### config.mk
export PLATFORM = sky130hd
export DESIGN_NAME = dds_osc_seq
export DESIGN_NICKNAME = d
export VERILOG_FILES = /design/src/rtl/dds_pkg.sv /design/src/rtl/dds_rate_div.sv /design/src/rtl/dds_osc_seq.sv
export SDC_FILE = /design/constraint.sdc
export NUM_CORES = 1
export LEC_CHECK = 0
export ABC_AREA = 1
export BUFFER_PORTS_ARGS = -buffer_cell sky130_fd_sc_hd__buf_2
export CAP_MARGIN = 20
export CORE_MARGIN = 10
export CORE_UTILIZATION = 49
export DETAILED_ROUTE_END_ITERATION = 8
export GPL_TIMING_DRIVEN = 0
export MAX_ROUTING_LAYER = met4
export PLACE_DENSITY = 0.76
export SLEW_MARGIN = 5
export SYNTH_ARGS = -nofsm -noshare
export SYNTH_HDL_FRONTEND = slang
export SYNTH_SLANG_ARGS = --single-unit
### constraint.sdc
create_clock -name Fg_CLK -period 2.77 [get_ports Fg_CLK]
set_clock_uncertainty 0.2 [all_clocks]
set_input_delay 0.4155 -clock Fg_CLK [delete_from_list [all_inputs] [get_ports Fg_CLK]]
set_output_delay 0.4155 -clock Fg_CLK [all_outputs]
set_load 0.1 [all_outputs]
### src/rtl/dds_pkg.sv
// Shared types and constants for the DDS oscillator control path.
// Seed words are Q3.29 signed: 3 integer bits (including sign) and 29 fraction bits.
package dds_pkg;

    typedef enum logic [1:0] {
        IDLE = 2'd0,
        LOAD = 2'd1,
        RUN  = 2'd2
    } dds_state_t;

    localparam int          FRAC_BITS    = 29;
    localparam logic [31:0] Q_ONE        = 32'h2000_0000;

    localparam int          DIV_W_DEF    = 16;
    localparam int          RESEED_W_DEF = 24;

endpackage

### src/rtl/dds_rate_div.sv
// Sample-rate divider: issues a registered one-cycle tick every max(div,1) active cycles.
// en/clear describe the coming cycle, so the tick lands exactly in the cycle it belongs to.
module dds_rate_div
    import dds_pkg::*;
#(
    parameter int DIV_W = DIV_W_DEF
) (
    input  logic             Fg_CLK,
    input  logic             Fg_RESETn,
    input  logic             clear,
    input  logic             en,
    input  logic [DIV_W-1:0] div,
    output logic             tick
);

    logic [DIV_W-1:0] cnt_reg;
    logic [DIV_W-1:0] cnt_next;
    logic [DIV_W-1:0] last;
    logic             tick_reg;

    // A divide of 0 behaves as divide-by-1.
    always_comb begin
        last = (div == '0) ? '0 : div - DIV_W'(1);
        if (clear || (cnt_reg == last)) begin
            cnt_next = '0;
        end else begin
            cnt_next = cnt_reg + DIV_W'(1);
        end
    end

    always_ff @(posedge Fg_CLK or negedge Fg_RESETn) begin
        if (!Fg_RESETn) begin
            cnt_reg  <= '0;
            tick_reg <= 1'b0;
        end else if (en) begin
            cnt_reg  <= cnt_next;
            tick_reg <= (cnt_next == last);
        end else begin
            cnt_reg  <= '0;
            tick_reg <= 1'b0;
        end
    end

    assign tick = tick_reg;

endmodule

### src/rtl/dds_osc_seq.sv
// Seed/pacing sequencer ahead of the recursive sine oscillator: load pulse, then paced enables.
// Define DDS_RESEED_EN to re-seed the oscillator every cfg_reseed samples.
module dds_osc_seq
    import dds_pkg::*;
#(
    parameter int DIV_W    = DIV_W_DEF,
    parameter int RESEED_W = RESEED_W_DEF
) (
    input  logic                Fg_CLK,
    input  logic                Fg_RESETn,
    input  logic                cfg_valid,
    output logic                cfg_ready,
    input  logic [31:0]         cfg_init_1,
    input  logic [31:0]         cfg_init_2,
    input  logic [DIV_W-1:0]    cfg_div,
    input  logic [RESEED_W-1:0] cfg_reseed,
    input  logic                start,
    input  logic                stop,
    output logic [31:0]         init_1,
    output logic [31:0]         init_2,
    output logic                DDSReady,
    output logic                DDSEnable,
    output logic                running,
    output logic [RESEED_W-1:0] sample_cnt
);

    dds_state_t          state_reg, state_next;
    logic                cfg_loaded_reg;
    logic [31:0]         cfg_init_1_reg, cfg_init_2_reg;
    logic [DIV_W-1:0]    cfg_div_reg, act_div_reg;
    logic [RESEED_W-1:0] cfg_reseed_reg;
    logic [31:0]         init_1_reg, init_2_reg;
    logic                cfg_ready_reg, ddsready_reg, running_reg;
    logic                cfg_ready_next, ddsready_next, running_next;
    logic [RESEED_W-1:0] sample_cnt_reg, sample_cnt_next;
    logic                tick, reseed_hit, cfg_take, launch;
    logic                div_clear, div_en;

    assign cfg_take = cfg_valid && cfg_ready_reg;
    assign launch   = (state_reg == IDLE) && (state_next == LOAD);

    always_ff @(posedge Fg_CLK or negedge Fg_RESETn) begin
        if (!Fg_RESETn) begin
            state_reg <= IDLE;
        end else begin
            state_reg <= state_next;
        end
    end

    always_comb begin
        state_next = state_reg;
        if (stop) begin
            state_next = IDLE;
        end else begin
            case (state_reg)
                IDLE:    if (start && cfg_loaded_reg) state_next = LOAD;
                LOAD:    state_next = RUN;
                RUN:     if (reseed_hit) state_next = LOAD;
                default: state_next = IDLE;
            endcase
        end
    end

    always_comb begin
        cfg_ready_next  = (state_next == IDLE);
        ddsready_next   = (state_next == LOAD);
        running_next    = (state_next != IDLE);
        sample_cnt_next = sample_cnt_reg;
        if (state_next == LOAD) begin
            sample_cnt_next = '0;
        end else if ((state_reg == RUN) && tick && (sample_cnt_reg != '1)) begin
            sample_cnt_next = sample_cnt_reg + RESEED_W'(1);
        end
    end

    always_ff @(posedge Fg_CLK or negedge Fg_RESETn) begin
        if (!Fg_RESETn) begin
            cfg_ready_reg  <= 1'b0;
            ddsready_reg   <= 1'b0;
            running_reg    <= 1'b0;
            sample_cnt_reg <= '0;
        end else begin
            cfg_ready_reg  <= cfg_ready_next;
            ddsready_reg   <= ddsready_next;
            running_reg    <= running_next;
            sample_cnt_reg <= sample_cnt_next;
        end
    end

    // The run snapshots the config at launch, so a config written alongside start waits for the next run.
    always_ff @(posedge Fg_CLK or negedge Fg_RESETn) begin
        if (!Fg_RESETn) begin
            cfg_loaded_reg <= 1'b0;
            cfg_init_1_reg <= '0;
            cfg_init_2_reg <= '0;
            cfg_div_reg    <= '0;
            cfg_reseed_reg <= '0;
            init_1_reg     <= '0;
            init_2_reg     <= '0;
            act_div_reg    <= '0;
        end else begin
            if (cfg_take) begin
                cfg_loaded_reg <= 1'b1;
                cfg_init_1_reg <= cfg_init_1;
                cfg_init_2_reg <= cfg_init_2;
                cfg_div_reg    <= cfg_div;
                cfg_reseed_reg <= cfg_reseed;
            end
            if (launch) begin
                init_1_reg  <= cfg_init_1_reg;
                init_2_reg  <= cfg_init_2_reg;
                act_div_reg <= cfg_div_reg;
            end
        end
    end

`ifdef DDS_RESEED_EN
    logic [RESEED_W-1:0] act_reseed_reg;

    always_ff @(posedge Fg_CLK or negedge Fg_RESETn) begin
        if (!Fg_RESETn) begin
            act_reseed_reg <= '0;
        end else if (launch) begin
            act_reseed_reg <= cfg_reseed_reg;
        end
    end

    // Enable in flight completes reseed count: sample_cnt + 1 == reseed.
    assign reseed_hit = (state_reg == RUN) && tick && (act_reseed_reg != '0) &&
                        (sample_cnt_reg == act_reseed_reg - RESEED_W'(1));
`else
    logic reseed_unused;
    assign reseed_unused = ^cfg_reseed_reg;
    assign reseed_hit    = 1'b0;
`endif

    assign div_clear = (state_reg != RUN);
    assign div_en    = (state_next == RUN);

    dds_rate_div #(
        .DIV_W(DIV_W)
    ) u_rate_div (
        .Fg_CLK   (Fg_CLK),
        .Fg_RESETn(Fg_RESETn),
        .clear    (div_clear),
        .en       (div_en),
        .div      (act_div_reg),
        .tick     (tick)
    );

    assign cfg_ready  = cfg_ready_reg;
    assign init_1     = init_1_reg;
    assign init_2     = init_2_reg;
    assign DDSReady   = ddsready_reg;
    assign DDSEnable  = tick;
    assign running    = running_reg;
    assign sample_cnt = sample_cnt_reg;

endmodule

==> metrics.md, run 1 <==
| Metric | Value |
|---|---|
| WHS Path Cells | `3` |
| R2r worst-path depth | `17` |
| Sw frac | `0.508` |
| CTS tree | `done` |
| CTS root buffer | `clkbuf_16` |
| Die Wd | `158 µm` |
| CTS sink cnt | `207` |
| FF/Latch Area | `5210 µm²` |
| Most frequent cells in the layout | `nand2_1 (199), dfrtp_1 (186), buf_2 (176), inv_1 (159), nor2_1 (132)` |
| Critical R2R Launch | `act_div_reg[7]` |
| Cts bufs inserted | `23` |
| RSZ-0062 raised after global routing | `yes` |
| FF-to-FF End | `u_rate_div.tick` |
| Total number of yosys warnings | `0` |
| Largest net degree at the start of global routing | `108` |
| Syn-to-layout area delta | `34.6%` |
| Vias in the first global route | `8482` |
| Most Frequent Cell on Critical Path | `nand2_1` |
| Hpwl dp | `18300 µm` |
| Post-synthesis sequential area ratio | `0.553` |
| IO buf count | `176` |
| Max-cap viol count | `0` |
| Final worst-path cycle share | `0.993` |
| Initial antenna violation count | `4` |
| Final GP Congestion | `0.897` |
| Reg clk slew, reported paths | `60 ps` |
| TNS Setup | `0 ps` |
| Worst slack at placement | `-337 ps` |
| Setup CP Type | `reg -> reg` |
| Final min period | `2750 ps` |
| Internal power | `7380 µW` |
| Critical path's slowest cell | `dfrtp_1` |
| Seq pwr share | `0.303` |
| Initial Utilization | `0.499` |
| Area taken by multi-input logic gates | `3670 µm²` |
| VDD IR max | `0.00137 V` |
| Synth unique cells | `34` |
| Comb power frac | `0.484` |
| Max Clock Freq | `364 MHz` |
| Asr flop ratio synth | `1.00` |
| R2R setup slack | `20 ps` |
| Status | `finished clean` |
| Most common cell after layout, fill and taps aside | `nand2_1` |
| Pwr Density | `1190 nW/µm²` |
| Crit path DAT | `2990 ps` |
| Htree depth | `1` |
| Worst Tran Pin Value | `804 ps` |
| Final Net Count | `1523` |
| First-pass GRT wire length | `43400 µm` |
| Via count | `8591` |
| Final hold vios | `0` |
| WL/cell | `16.7 µm` |
| Drt initial violations | `569` |
| Clock share of power | `0.213` |
| Worst setup margin | `19.5 ps` |
| GRT Total Usage | `0.219` |
| Vias per cell | `5.17` |
| Syn_nets | `1226` |
| Leakage | `0.00647 µW` |
| Post-synth top area share | `0.553` |
| Die ar. | `25100 µm²` |
| Setup crit end kind | `flip-flop` |
| Area contributors post-synth | `dfrtp_1 (55%), nand2_1 (8.3%), inv_1 (6.5%)` |
| Hold_ws | `14.2 ps` |
| Primary FF master, synth | `dfrtp_1` |
| Cells after Synth | `1111` |
| DRC viols | `0` |
| Setup Viol. Count Final | `0` |
| FF+latch count, synth | `207` |
| Number of flops mapped to enable cells by yosys | `0` |
| Share of cells above drive strength 1 | `0.246` |
| I/O pin count | `201` |
| Crit start category | `flip-flop` |
| Critical Path RT | `3010 ps` |
| Net Switching | `7630 µW` |
| Yosys top cell by area | `dfrtp_1` |
| Hold Path Sink | `cfg_init_1_reg[31]` |
| Clk_lat worst skew | `510 ps` |
| Min-delay worst type | `in -> reg` |
| Total congestion overflow | `0` |
| Mapped Area | `9370 µm²` |
| TritonRoute pass-1 iters | `5` |
| Clk buf depth | `3` |
| Syn avg cell area | `8.43 µm²` |
| CP Cell Sequence | `nor2_2 -> nand2_2 -> nor2_4 -> nand2_4 -> buf_12 -> nand2_2 -> xor2_1 -> nor2_1 -> nand2_1 -> nor2_4 -> a21boi_4 -> nand2_1 -> nand2_1 -> nand3_1 -> nor2_2 -> nand3_1 -> nor2_1` |
| Final wirelength | `27800 µm` |
| Core ar. | `18800 µm²` |
| Slew margin rel. | `0.464` |
| Worst path max stage delay | `460 ps` |
| Crit path max fanout | `10` |
| Fill count | `1459` |
| Die Ht | `158 µm` |
| Min-delay src | `cfg_init_1[31]` |
| Slew Viols, Final | `0` |
| Rows | `50` |
| Post-route ant nets | `0` |
## synthesized netlist by cell type, types with 2 or more instances
library cell	n
nand3_2	2
clkbuf_1	36
nand3_1	45
nor2_4	5
a31oi_1	3
xor2_1	18
buf_6	2
nor3_1	19
nor2_1	150
inv_1	162
nand2_4	2
ha_1	6
mux2_2	18
o21ai_0	93
nor4_1	2
nand2_1	208
a21oi_1	88
nand2_2	6
dfrtp_1	207
nor2_2	4
nand4_1	22
## kinds of logic after synthesis
logic type / count (synthesis) / share of synthesized area
buffers and inverters: 203 / 0.0831
adder cells (fa/ha/maj): 6 / 0.00801
AO/OA/AOI/OAI: 189 / 0.103
AND/OR/NAND/NOR: 469 / 0.214
multiplexers: 18 / 0.0216
XOR/XNOR: 19 / 0.0178
flip-flops: 207 / 0.553
## layout make-up
class                   instances  area share
flip-flops and latches        207       0.413
multi-input cells             701       0.291
repair buffers                272       0.145
clock buffers                  29      0.0506
inverters                     163      0.0485
well taps                     234      0.0232
plain buffers                  40      0.0153
clock inverters                13      0.0127
diodes                          4    0.000794
## power groups by stage
stage / Sequential (µW) / Clock [µW] / Combinational (µW)
2_1_floorplan: 7930 / 0 / 1990
3_3_place_gp: 4490 / 0 / 6720
3_5_place_dp: 4510 / 0 / 6840
4_1_cts: 4480 / 3240 / 6990
5_1_grt: 4640 / 3380 / 7730
6_report: 4550 / 3200 / 7270
## timing repair
action | 4_1_cts | 5_1_grt
endpoints found under the setup margin | 12 | 82
setup buffers | 2 | 15
endpoints found under the hold margin | 182 | 1
gates resized for setup | 12 | 76
hold buffers | 77 | 1
pin swaps | 2 | 18
## worst max-delay path, delay by kind of cell, from the launching register on
family	cells	cell delay (ps)
simple gates	14	1420
flops	1	460
xor+xnor	1	170
compound gates	1	270
buf+inv	1	160
## stage by stage
stage	util	instance area, µm²	std cells	total power [µW]
after detailed placement	0.566	10600	1522	11400
after global routing	0.672	12600	1663	15700
final	0.672	12600	1663	15000
after CTS	0.652	12200	1643	14700
after global placement	0.564	10600	1521	11200
after floorplan	-	9410	1111	9920
## metal layers
metal	track usage	wire, µm	up-vias
met4	0.0706	744	0
li1	-	-	4110
met1	0.267	11200	4090
met3	0.0518	2100	69
met5	-	0	-
met2	0.356	13700	322
## worst max-delay path by stage
stage / start / to / slack, ps / cells after the start
after floorplan: sample_cnt[0] / sample_cnt[20] / 10 / 18
after global placement: Fg_RESETn / sample_cnt[0] / -3100 / 1
after detailed placement: act_div_reg[0] / u_rate_div.tick / -340 / 18
after global routing: act_div_reg[2] / u_rate_div.tick / -220 / 19
after CTS: act_div_reg[1] / u_rate_div.tick / -80 / 19
final: act_div_reg[7] / u_rate_div.tick / 20 / 17
(Power assumes the default switching activity.)
==> inputs of run 2 (changes only) <==
--- a/config.mk
+++ b/config.mk
@@ -5,7 +5,6 @@
 export SDC_FILE = /design/constraint.sdc
 export NUM_CORES = 1
 export LEC_CHECK = 0
-export ABC_AREA = 1
 export BUFFER_PORTS_ARGS = -buffer_cell sky130_fd_sc_hd__buf_2
 export CAP_MARGIN = 20
 export CORE_MARGIN = 10
@@ -14,6 +13,7 @@
 export GPL_TIMING_DRIVEN = 0
 export MAX_ROUTING_LAYER = met4
 export PLACE_DENSITY = 0.76
+export SETUP_SLACK_MARGIN = 0.05
 export SLEW_MARGIN = 5
 export SYNTH_ARGS = -nofsm -noshare
 export SYNTH_HDL_FRONTEND = slang
==> metrics.md, run 2 <==
| Metric | Value |
|---|---|
| Post-route ant nets | `0 (unchanged)` |
| Drt initial violations | `380 (was 569)` |
| Max Clock Freq | `323 MHz (was 364 MHz)` |
| Max-cap viol count | `0 (unchanged)` |
| CTS tree | `done (unchanged)` |
| Die Wd | `158 µm (about the same)` |
| Area contributors post-synth | `dfrtp_1 (55%), mux2_2 (19%), xnor2_1 (2.8%) (was dfrtp_1 (55%), nand2_1 (8.3%), inv_1 (6.5%))` |
| Final GP Congestion | `0.884 (was 0.897)` |
| Hpwl dp | `16700 µm (was 18300 µm)` |
| Initial antenna violation count | `2 (was 4)` |
| Largest net degree at the start of global routing | `111 (was 108)` |
| Final worst-path cycle share | `1.12 (was 0.993)` |
| Vias in the first global route | `7786 (was 8482)` |
| Met1 Use GR | `0.258 (was 0.267)` |
| Mapped Area | `9350 µm² (was 9370 µm²)` |
| Post-synthesis simple-gate area fraction | `0.121 (was 0.214)` |
| Critical R2R Launch | `act_div_reg[4] (was act_div_reg[7])` |
| Commonest cells post-synth | `dfrtp_1 (207), mux2_2 (155), nor2_1 (59) (was nand2_1 (208), dfrtp_1 (207), inv_1 (162))` |
| Min-delay src | `stop (was cfg_init_1[31])` |
| Busiest grt layer | `met2 (unchanged)` |
| Post-synthesis sequential area ratio | `0.554 (was 0.553)` |
| Clk buf depth | `3 (unchanged)` |
| DRC viols | `0 (unchanged)` |
| Syn avg cell area | `12.5 µm² (was 8.43 µm²)` |
| Synth Area in XOR/XNOR | `0.0525 (was 0.0178)` |
| Worst Tran Pin Value | `887 ps (was 804 ps)` |
| Final wirelength | `26700 µm (was 27800 µm)` |
| Primary FF master, synth | `dfrtp_1 (unchanged)` |
| CTS sink cnt | `207 (unchanged)` |
| Worst slack at placement | `-719 ps (was -337 ps)` |
| Die Ht | `158 µm (about the same)` |
| Met3 GRT Util | `0.0521 (was 0.0518)` |
| Critical Path RT | `3010 ps (about the same)` |
| First-pass GRT wire length | `41800 µm (was 43400 µm)` |
| IO buf count | `176 (unchanged)` |
| Via count | `7191 (was 8591)` |
| Yosys top cell by area | `dfrtp_1 (unchanged)` |
| Adder-Cell Fraction of Synth Area | `0.00803 (was 0.00801)` |
| Cts bufs inserted | `23 (unchanged)` |
| Rows | `50 (unchanged)` |
| Failing checks | `setup timing` |
| Fill count | `1218 (was 1459)` |
| Slew margin rel. | `0.408 (was 0.464)` |
| Number of flops mapped to enable cells by yosys | `0 (unchanged)` |
| Worst setup startpoint | `act_div_reg[4] (was act_div_reg[7])` |
| Worst setup margin | `-326 ps (was 19.5 ps)` |
| Setup crit end kind | `flip-flop (unchanged)` |
| Pwr Density | `1250 nW/µm² (was 1190 nW/µm²)` |
| Syn_nets | `864 (was 1226)` |
| Synth Area in Compound Gates | `0.0493 (was 0.103)` |
| FF/Latch Area | `5240 µm² (was 5210 µm²)` |
| GRT Total Usage | `0.216 (was 0.219)` |
| Cells after Synth | `749 (was 1111)` |
| CTS root buffer | `clkbuf_16 (unchanged)` |
| Mux contribution to synthesized area | `0.191 (was 0.0216)` |
| RSZ-0062 raised after global routing | `yes (unchanged)` |
| Crit start category | `flip-flop (unchanged)` |
| Final min period | `3100 ps (was 2750 ps)` |
| Pwr Total | `16600 µW (was 15000 µW)` |
| Total congestion overflow | `0 (unchanged)` |
| Status | `complete, but fails checks (was finished clean)` |
| Core ar. | `18800 µm² (unchanged)` |
| Largest family of logic cells by synthesized area | `multiplexers (was simple AND/OR/NAND/NOR gates)` |
| Dominant cell by count in the synthesized netlist | `dfrtp_1 (was nand2_1)` |
| TritonRoute pass-1 iters | `5 (unchanged)` |
| Final Net Count | `1199 (was 1523)` |
| Htree depth | `1 (unchanged)` |
| Share of cells above drive strength 1 | `0.495 (was 0.246)` |
| Crit path max fanout | `5 (was 10)` |
| Asr flop ratio synth | `1.00 (unchanged)` |
| Min-delay worst type | `in -> reg (unchanged)` |
| Vias per cell | `5.38 (was 5.17)` |
| I/O pin count | `201 (unchanged)` |
| Critical path's slowest cell | `or4_4 (was dfrtp_1)` |
| Final hold vios | `0 (unchanged)` |
| GR met2 Demand/Resource | `0.355 (was 0.356)` |
| Most common cell after layout, fill and taps aside | `dfrtp_1 (was nand2_1)` |
| Crit path DAT | `3340 ps (was 2990 ps)` |
| Slew Viols, Final | `0 (unchanged)` |
| Setup CP Type | `reg -> reg (unchanged)` |
| Total number of yosys warnings | `0 (unchanged)` |
| Worst path max stage delay | `600 ps (was 460 ps)` |
| Area taken by multi-input logic gates | `4370 µm² (was 3670 µm²)` |
| Cell family with most CP delay | `simple AND/OR/NAND/NOR gates (unchanged)` |
| Most frequent cells in the layout | `dfrtp_1 (181), buf_2 (177), mux2_2 (155), dlygate4sd3_1 (81), buf_4 (53) (was nand2_1 (199), dfrtp_1 (186), buf_2 (176), inv_1 (159), nor2_1 (132))` |
| Synth unique cells | `61 (was 34)` |
| WL/cell | `20.0 µm (was 16.7 µm)` |
| Leakage | `0.00584 µW (was 0.00647 µW)` |
| FF+latch count, synth | `207 (unchanged)` |
| Setup Viol. Count Final | `17 (was 0)` |
| Clk_lat worst skew | `520 ps (was 510 ps)` |
| Crit path buf inv count | `2 (was 1)` |
| Die ar. | `25000 µm² (was 25100 µm²)` |
| Util after Layout | `0.705 (was 0.672)` |
| Initial Utilization | `0.498 (was 0.499)` |
| CP Cell Sequence | `buf_6 -> or4_4 -> nor4_4 -> xnor2_2 -> a22oi_1 -> o2111a_1 -> nand4_4 -> nand2_4 -> or3_4 -> clkbuf_16 -> nor2_1 (was nor2_2 -> nand2_2 -> nor2_4 -> nand2_4 -> buf_12 -> nand2_2 -> xor2_1 -> nor2_1 -> nand2_1 -> nor2_4 -> a21boi_4 -> nand2_1 -> nand2_1 -> nand3_1 -> nor2_2 -> nand3_1 -> nor2_1)` |
| Reg clk slew, reported paths | `60 ps (about the same)` |
| Post-synth top area share | `0.554 (was 0.553)` |
| Syn-to-layout area delta | `41.5% (was 34.6%)` |
| Hold_ws | `57.3 ps (was 14.2 ps)` |
| VDD IR max | `0.00120 V (was 0.00137 V)` |
run 2: cell types whose count changed after synthesis, sizes merged, moves of 14 or more:
| cell | delta |
|---|---|
| o21ai | -79 |
| nor2 | -100 |
| xnor2 | +29 |
| buf | +14 |
| clkbuf | -17 |
| a21oi | -70 |
| inv | -149 |
| nand3 | -29 |
| mux2 | +137 |
| nand2 | -185 |
run 2: cell type report:
class | count | share of cell area
timing repair buffer | 316 | 0.169
multi-input combinational | 491 | 0.330
sequential | 207 | 0.396
antenna | 3 | 0.000567
tap | 234 | 0.0221
inverter | 14 | 0.00397
clock buffer | 34 | 0.0496
buffer | 31 | 0.0230
clock inverter | 7 | 0.00596
run 2: path summary, 6_finish.rpt:
check / end / slack [ps] / cells after the start
worst max-delay path: u_rate_div.cnt_reg[14] / -330 / 11
worst min-delay path: state_reg[0] / 60 / 3
worst max register to register: u_rate_div.cnt_reg[14] / -330 / 11
worst min register to register: act_div_reg[12] / 280 / 2
max in group asynchronous: init_1[19] / 1060 / 3
min in group asynchronous: cfg_div_reg[2] / 330 / 2
run 2: kinds of logic after synthesis:
logic type,count (synthesis)
adder cells (fa/ha/maj),6
buffers and inverters,51
AND/OR/NAND/NOR,202
multiplexers,159
XOR/XNOR,56
AO/OA/AOI/OAI,68
flip-flops,207
run 2: through the flow:
stage / cell area [µm²] / cells / setup TNS, ps
after CTS: 12800 / 1311 / -4610
final: 13200 / 1337 / -4940
after global routing: 13200 / 1336 / -7270
after detailed placement: 10700 / 1160 / -60820
after floorplan: 9530 / 749 / -2030
after global placement: 10700 / 1159 / -551520
run 2: per-layer routing:
| metal | up-vias | share of wire |
|---|---|---|
| met2 | 243 | 0.50 |
| met4 | 0 | 0.027 |
| met1 | 3566 | 0.41 |
| met5 | - | 0 |
| met3 | 57 | 0.071 |
| li1 | 3325 | - |
run 2: worst reg2reg max path, cell delays in order (launching register included):
cell       delay, ps
dfrtp_1          380
buf_6            140
or4_4            600
nor4_4           280
xnor2_2          200
a22oi_1          150
o2111a_1         200
nand4_4          140
nand2_4           70
or3_4            380
clkbuf_16        190
nor2_1            80
run 2: power by group:
part	total (µW)	internal (µW)	switching (µW)
Sequential	4930	4170	758
Clock	2970	1750	1230
Combinational	8670	2640	6030
Total	16600	8560	8010
run 2: repair_timing:
item                                   4_1_cts  5_1_grt
gates cloned                                 0        3
endpoints found under the hold margin      177        0
buffers inserted                            32       23
hold buffers                                81        0
setup endpoints to repair                   99       90
pin swaps                                   21       33
gates resized for setup                     62       61
